**src/rtl/muldiv_ctrl.sv**
```systemverilog
// muldiv_ctrl: EX-stage multiply/divide sequencer with single HI/LO write; MULDIV_DIVZERO_FAST_EN enables zero-divisor shortcut
module muldiv_ctrl #(
  parameter int MUL_LAT     = 2,
  parameter int DIV_TIMEOUT = 64
) (
  input  logic        clk,
  input  logic        rst,
  input  logic        flush,
  input  logic        ex_hold,
  input  logic        op_valid,
  input  logic [2:0]  op_code,
  input  logic [31:0] rs_data,
  input  logic [31:0] rt_data,
  output logic        mul_signed,
  output logic [31:0] mul_a,
  output logic [31:0] mul_b,
  input  logic [63:0] mul_result,
  output logic        div_start,
  output logic        div_signed,
  output logic [31:0] div_opa,
  output logic [31:0] div_opb,
  output logic        div_annul,
  input  logic        div_ready,
  input  logic [63:0] div_result,
  output logic        stallreq,
  output logic        hilo_we,
  output logic [31:0] hi_o,
  output logic [31:0] lo_o,
  output logic        busy,
  output logic        div_err
);
  localparam logic [1:0] IDLE = 2'd0, MUL_WAIT = 2'd1, DIV_WAIT = 2'd2, DONE = 2'd3;
  localparam logic [2:0] OP_MULT = 3'd1, OP_DIV = 3'd3, OP_DIVU = 3'd4;
  logic [1:0]  state;
  logic [6:0]  cnt;
  logic [31:0] opa, opb, hi, lo;
  logic        sgn, is_div, accept, mul_last, div_to, dz_fast;
  // decode the incoming op and the end-of-wait conditions
  always_comb begin
    is_div   = op_code == OP_DIV || op_code == OP_DIVU;
    accept   = state == IDLE && op_valid && !flush && op_code >= OP_MULT && op_code <= OP_DIVU;
    mul_last = state == MUL_WAIT && cnt == 7'(MUL_LAT - 1);
    div_to   = state == DIV_WAIT && !div_ready && cnt == 7'(DIV_TIMEOUT - 1);
`ifdef MULDIV_DIVZERO_FAST_EN
    dz_fast  = accept && is_div && rt_data == 32'd0;
`else
    dz_fast  = 1'b0;
`endif
  end
  assign mul_signed = sgn;
  assign div_signed = sgn;
  assign mul_a      = opa;
  assign mul_b      = opb;
  assign div_opa    = opa;
  assign div_opb    = opb;
  assign div_start  = state == DIV_WAIT && !div_ready && !flush;
  assign div_annul  = state == DIV_WAIT && (flush || div_to);
  assign stallreq   = accept || (!flush && (state == MUL_WAIT || state == DIV_WAIT));
  assign hilo_we    = state == DONE && !ex_hold && !flush;
  assign hi_o       = hi;
  assign lo_o       = lo;
  assign busy       = state != IDLE;
  // sequencer state, operand latch and HI/LO capture; flush drops the op without touching HI/LO
  always_ff @(posedge clk) begin
    if (rst) begin
      state   <= IDLE;
      cnt     <= '0;
      opa     <= '0;
      opb     <= '0;
      sgn     <= 1'b0;
      hi      <= '0;
      lo      <= '0;
      div_err <= 1'b0;
    end else if (flush) begin
      state <= IDLE;
      cnt   <= '0;
    end else begin
      cnt <= (state == MUL_WAIT || state == DIV_WAIT) ? cnt + 7'd1 : '0;
      case (state)
        IDLE:
          if (accept) begin
            opa     <= rs_data;
            opb     <= rt_data;
            sgn     <= op_code == OP_MULT || op_code == OP_DIV;
            div_err <= 1'b0;
            state   <= dz_fast ? DONE : is_div ? DIV_WAIT : MUL_WAIT;
            if (dz_fast) begin
              hi <= rs_data;
              lo <= '1;
            end
          end
        MUL_WAIT:
          if (mul_last) begin
            {hi, lo} <= mul_result;
            state    <= DONE;
          end
        DIV_WAIT:
          if (div_ready) begin
            {hi, lo} <= div_result;
            state    <= DONE;
          end else if (div_to) begin
            hi      <= '0;
            lo      <= '0;
            div_err <= 1'b1;
            state   <= DONE;
          end
        default:
          if (!ex_hold) state <= IDLE;
      endcase
    end
  end
endmodule

```
**config.mk**
```make
export PLATFORM = sky130hd
export DESIGN_NAME = muldiv_ctrl
export DESIGN_NICKNAME = d
export VERILOG_FILES = /design/src/rtl/muldiv_ctrl.sv
export SDC_FILE = /design/constraint.sdc
export NUM_CORES = 1
export LEC_CHECK = 0
export ABC_AREA = 1
export ABC_CLOCK_PERIOD_IN_PS = 3600
export BUFFER_PORTS_ARGS = -buffer_cell sky130_fd_sc_hd__buf_2
export CORE_AREA = 5 5 151 153
export CTS_BUF_LIST = sky130_fd_sc_hd__clkbuf_2 sky130_fd_sc_hd__clkbuf_4 sky130_fd_sc_hd__clkbuf_8
export DETAILED_ROUTE_END_ITERATION = 8
export DIE_AREA = 0 0 156 158
export PLACE_DENSITY = 0.71
export SLEW_MARGIN = 30
export SYNTH_ARGS = -nofsm -noshare
export SYNTH_HDL_FRONTEND = slang
export SYNTH_SLANG_ARGS = --single-unit
```
**constraint.sdc**
```tcl
create_clock -name clk -period 3.6 [get_ports clk]
set_input_delay 0.72 -clock clk [delete_from_list [all_inputs] [get_ports clk]]
set_output_delay 0.72 -clock clk [all_outputs]
set_load 0.005 [all_outputs]
```
## Word-level counts from Yosys, hierarchy flattened

Cells that the tools add are included.
Widths: inputs -> output; s select.

| cells by class | value |
|---|---|
| add/sub/neg operators | 1 |
| multiply operators | 0 |
| div/mod/pow operators | 0 |
| $lt $le $gt $ge | 2 |
| equality and inequality tests | 14 |
| shifts and indexed selects | 0 |
| multiplexer cells | 18 |
| bitwise logic cells | 2 |
| reductions and logical operators | 30 |

Operators with widths:

| operator | count |
|---|---|
| $mux 32 | 5 |
| $pmux 32 s2 | 2 |
| $logic_and 1x1->1 | 12 |
| $mux 2 | 6 |
| $ne 2x2->1 const B | 4 |
| $reduce_and 4->1 | 2 |
| $add 7x1->7 const B | 1 |
| $eq 7x1->1 const B | 1 |
| $eq 7x6->1 const B | 1 |
| $pmux 2 s3 | 1 |
| $reduce_bool 2->1 | 3 |
| $logic_or 1x1->1 | 5 |
| $reduce_and 5->1 | 1 |
| $eq 2x2->1 const B | 2 |
| $ne 4x1->1 const B | 1 |
| $eq 3x1->1 const B | 1 |
| $eq 3x2->1 const B | 1 |
| $eq 3x3->1 const B | 1 |
| $ge 3x1->1 const B | 1 |
| $le 3x3->1 const B | 1 |
| $logic_not 1->1 | 3 |
| $mux 1 | 3 |
| $ne 3x3->1 const B | 1 |
| $reduce_and 3->1 | 1 |
| other kinds (6) | 7 |

| word-level totals | value |
|---|---|
| register bits | 139 |
| bits in latches | 0 |
| memory bits (writable) | 0 |
| ROM bits | 0 |
| input port bits | 201 |
| output and inout bits | 200 |
| word-level logic and storage cells | 75 |
| memories | 0 |

## Longest topological paths before layout

| depth | value |
|---|---|
| word-level depth | 7 |
| depth in mapped cells | 13 |
| mapped depth without buffers | 11 |

## Worst setup path after synthesis

No wires, ideal clock.

| timing | value |
|---|---|
| path kind | input to output |
| from | in op_code[0] |
| to | out stallreq |
| arrival | 1.506 ns |
| data required time | 2.880 ns |
| path slack | 1.374 ns |
| cell stages on the path | 5 |
| buffers on the path | 2 |
| cell sequence | o21ai_1 -> nand3_2 -> buf_2 -> buf_2 -> o21ai_0 |

| on the way | value |
|---|---|
| longest elaborated chain between the ends | 4 |
| elaborated cells between the ends (all ways) | 5 |
| classes of those cells | order compare: 2; reduce/logical: 3 |

RTL lines:

| item | RTL line | source |
|---|---|---|
| start, declared | 11 | `input logic [2:0] op_code,` |
| $ge 3x1->1 | 41 | `accept = state == IDLE && op_valid && !flush && op_code >= OP_MULT && op_code <= OP_DIVU;` |
| $logic_and 1x1->1 | 41 |  |
| $logic_and 1x1->1 (*) | 41 |  |
| $logic_or 1x1->1 (*) | 58 | `assign stallreq = accept \|\| (!flush && (state == MUL_WAIT \|\| state == DIV_WAIT));` |
| end, declared | 25 | `output logic stallreq,` |

Mark *: on every way between the ends. The rest lies on a longest branch, timed or not.

## Worst setup path in the final report

| timing | value |
|---|---|
| from | reg state[0] |
| to | out stallreq |

| on the way | value |
|---|---|
| longest elaborated chain between the ends | 6 |
| elaborated cells between the ends (all ways) | 10 |
| classes of those cells | eq/ne: 2; reduce/logical: 8 |

RTL lines:

| item | RTL line | source |
|---|---|---|
| start, declared | 34 | `logic [1:0] state;` |
| start signal, assigned | 86 | `state <= dz_fast ? DONE : is_div ? DIV_WAIT : MUL_WAIT;` |
| $logic_not 2->1 | 41 |  |
| $logic_and 1x1->1 (4 in a row) | 41 |  |
| $logic_or 1x1->1 (*) | 58 |  |

Marked as above.

==> metrics.txt <==
Worst Tran Pin Value a little under 700 ps; H-tree levels 4; Post-synth EDFFs 0; Sequential cell area around 2800 um^2; area grow syn2layout 31.82%; Congestion Overflow GR 0; Setup CP Type register to primary output; Max Cap Viol 0; vias in the first global route between 6000 and 7000; Main synth FF type dfxtp_1; Starting Density a little under a third; #FFs+latches synth roughly 140; final WL 21710 um; Vias 6793; WL per Instance approximately 14 um; most area-consuming cells after synthesis dfxtp_1 (42%), nand2_1 (16%), a22o_1 (8.5%); Tcrit/Tclk final between 70 and 80%; Seq/Total Area, Yosys a little over two fifths; CP Launch Type register; Final nets around 1500; RSZ-0062 raised after global routing false; arrival time at the worst endpoint a little over 2000 ps; min-delay worst type register to register; PortBufs 400; # fillers ~2300; Die Y around 160 um; Worst Clk Skew roughly 18 ps; Lkg Pwr just under 5 nW; Layout Utilization approximately two fifths; Tot GR Track Use 16.30%; setup_tns 0 ps; crit path time final ~2800 ps; starting DRC count in detailed routing around 270; CTS clk-pin slew, worst paths about 80 ps; Sinks on Clock Net between 100 and 150; Synth top area share around 42%; Core ar. around 21000 um^2; status completed; first-pass GRT wire length ~32000 um; Worst VDD drop between 0.2 and 0.3 mV; Routed Antenna Nets 0; CTS max path bufs 2; share of flip-flops with an asynchronous set or reset 0%; CTS tree built; multi-input logic area 2770 um^2; site row count 54; Max Clock Freq about 360 MHz; Synth Instances ~940; I/O pin count about 400; PD cells roughly 420 nW/um^2; most common cell in the netlist nand2_1; Mapped Nets around 1100; Worst Path Required 2880 ps; CTS buffer count 17; Post-Syn Area about 6600 um^2; headroom to the max-slew limit a little over half; Commonest cells post-synth nand2_1 (287), nor2_1 (148), dfxtp_1 (139), inv_1 (75), a21oi_1 (71); Worst Path Max Fanout 15; initial antenna violation count 1; share of cells above drive strength 1 approximately 36%; Crit. End Element primary output; Skew-Pair Late Insertion Delay 420 ps; final setup violation count 0; GPL Wtd Cong 0.7970; post-synth top area cell dfxtp_1; die area between 20000 and 25000 um^2; Syn Area/Cell between 7 and 8 um^2; Die Wd about 160 um; Post-CTS Hold Buffers 0; Ys Warns 0; pin count of the biggest net entering global routing 67; number of cells upsized or downsized after cts 0; Yosys cell types 22; max-slew violation count 0; DR vias/cell 4.408; Detailed Place HPWL roughly 16000 um; number of remaining DRC errors 0; Clock Tree Root clkbuf_8; Setup Buffers After CTS 0; Final Hold Vio Count 0; first-pass detailed-route iteration total 4
-- path summary, 6_finish.rpt --
path / start / endpoint / slack, ps / depth (start not counted)
worst max-delay path: state[0] / stallreq / 830 / 8
worst min register to register: div_err / div_err / 460 / 2
worst min-delay path: div_err / div_err / 460 / 2
worst max register to register: state[0] / div_opa[29] / 1260 / 10
-- cell type report --
| cell class | instances | share of cell area [%] |
|---|---|---|
| Antenna cell | 1 | 0.02870 |
| Tap cell | 280 | 4.018 |
| Inverter | 81 | 3.516 |
| Clock inverter | 12 | 1.622 |
| Clock buffer | 19 | 2.928 |
| Sequential cell | 139 | 31.92 |
| Timing Repair Buffer | 411 | 24.20 |
| Multi-Input combinational cell | 598 | 31.77 |
-- worst max-delay path, cell delays in order, from the launching register on --
cell and delay [ps]:
dfxtp_1 360, inv_1 90, ha_1 140, buf_4 150, nand2_1 60, nor2_1 160, nand3_2 350, o21ai_0 180
buf_2 140
-- layout by cell type, fill, tap and decap left out --
master | netlist | layout
buf_2 | 17 | 400
nand2_1 | 287 | 286
nor2_1 | 148 | 148
dfxtp_1 | 139 | 139
inv_1 | 75 | 75
a21oi_1 | 71 | 71
a22o_1 | 64 | 64
clkbuf_8 | 0 | 18
buf_4 | 65 | 9
nand3_1 | 7 | 7
ha_1 | 7 | 7
inv_2 | 6 | 5
clkinvlp_4 | 0 | 5
nor3_1 | 3 | 3
inv_6 | 0 | 3
o21ai_1 | 2 | 2
o21ai_0 | 2 | 2
nor3b_1 | 2 | 2
clkinv_4 | 0 | 2
bufinv_16 | 0 | 2
buf_12 | 0 | 2
diode_2 | 0 | 1
nand3_2 | 1 | 1
nor2_4 | 1 | 1
nand2_2 | 1 | 1
o21bai_1 | 1 | 1
inv_4 | 0 | 1
nand2_4 | 0 | 1
and3_1 | 1 | 1
clkbuf_4 | 0 | 1
-- logic make-up (layout without fill, tap and decap cells) --
logic type	count (synthesis)	count (layout)	synth area share (%)
buf+inv	200	523	16.16
simple gates	451	451	26.18
flops	139	139	42.07
fa+ha+maj	7	7	1.324
compound gates	140	140	14.26
other cells	0	1	0
-- sequential cells by signal (all words and copies together), names as in the netlist --
register and count:
div_opa 32, div_opb 32, hi_o 32, lo_o 32, cnt 7, state 2, div_err 1, div_signed 1
-- stage by stage --
step	hold WS (ps)	worst slack, ps	instance area [um^2]	std cells	power (W)
global placement	448.9	1051	8317	1509	0.002372
detailed placement	454.0	1023	8319	1509	0.002380
floorplan	433.7	1374	6614	937	0.002106
CTS	466.3	721.7	8716	1540	0.003701
finish	463.6	834.5	8718	1541	0.003632
global route	480.4	483.9	8718	1541	0.003859
-- power by group --
| group | switching (W) | total (W) | leakage, nW | internal, W |
|---|---|---|---|---|
| logic | 0.000351 | 0.000655 | 3.52 | 0.000305 |
| registers | 0.0000549 | 0.00168 | 1.13 | 0.00163 |
| clock network | 0.000649 | 0.00130 | 0.185 | 0.000647 |
-- metal layers --
layer / vias up / routed length [um] / track usage (%)
li1: 3473 / - / -
met1: 3037 / 8653 / 19.32
met2: 266 / 10880 / 29.03
met3: 17 / 1916 / 4.647
met4: 0 / 255 / 4.168
met5: - / 0 / 0
Power figures use the tool's default switching activity.
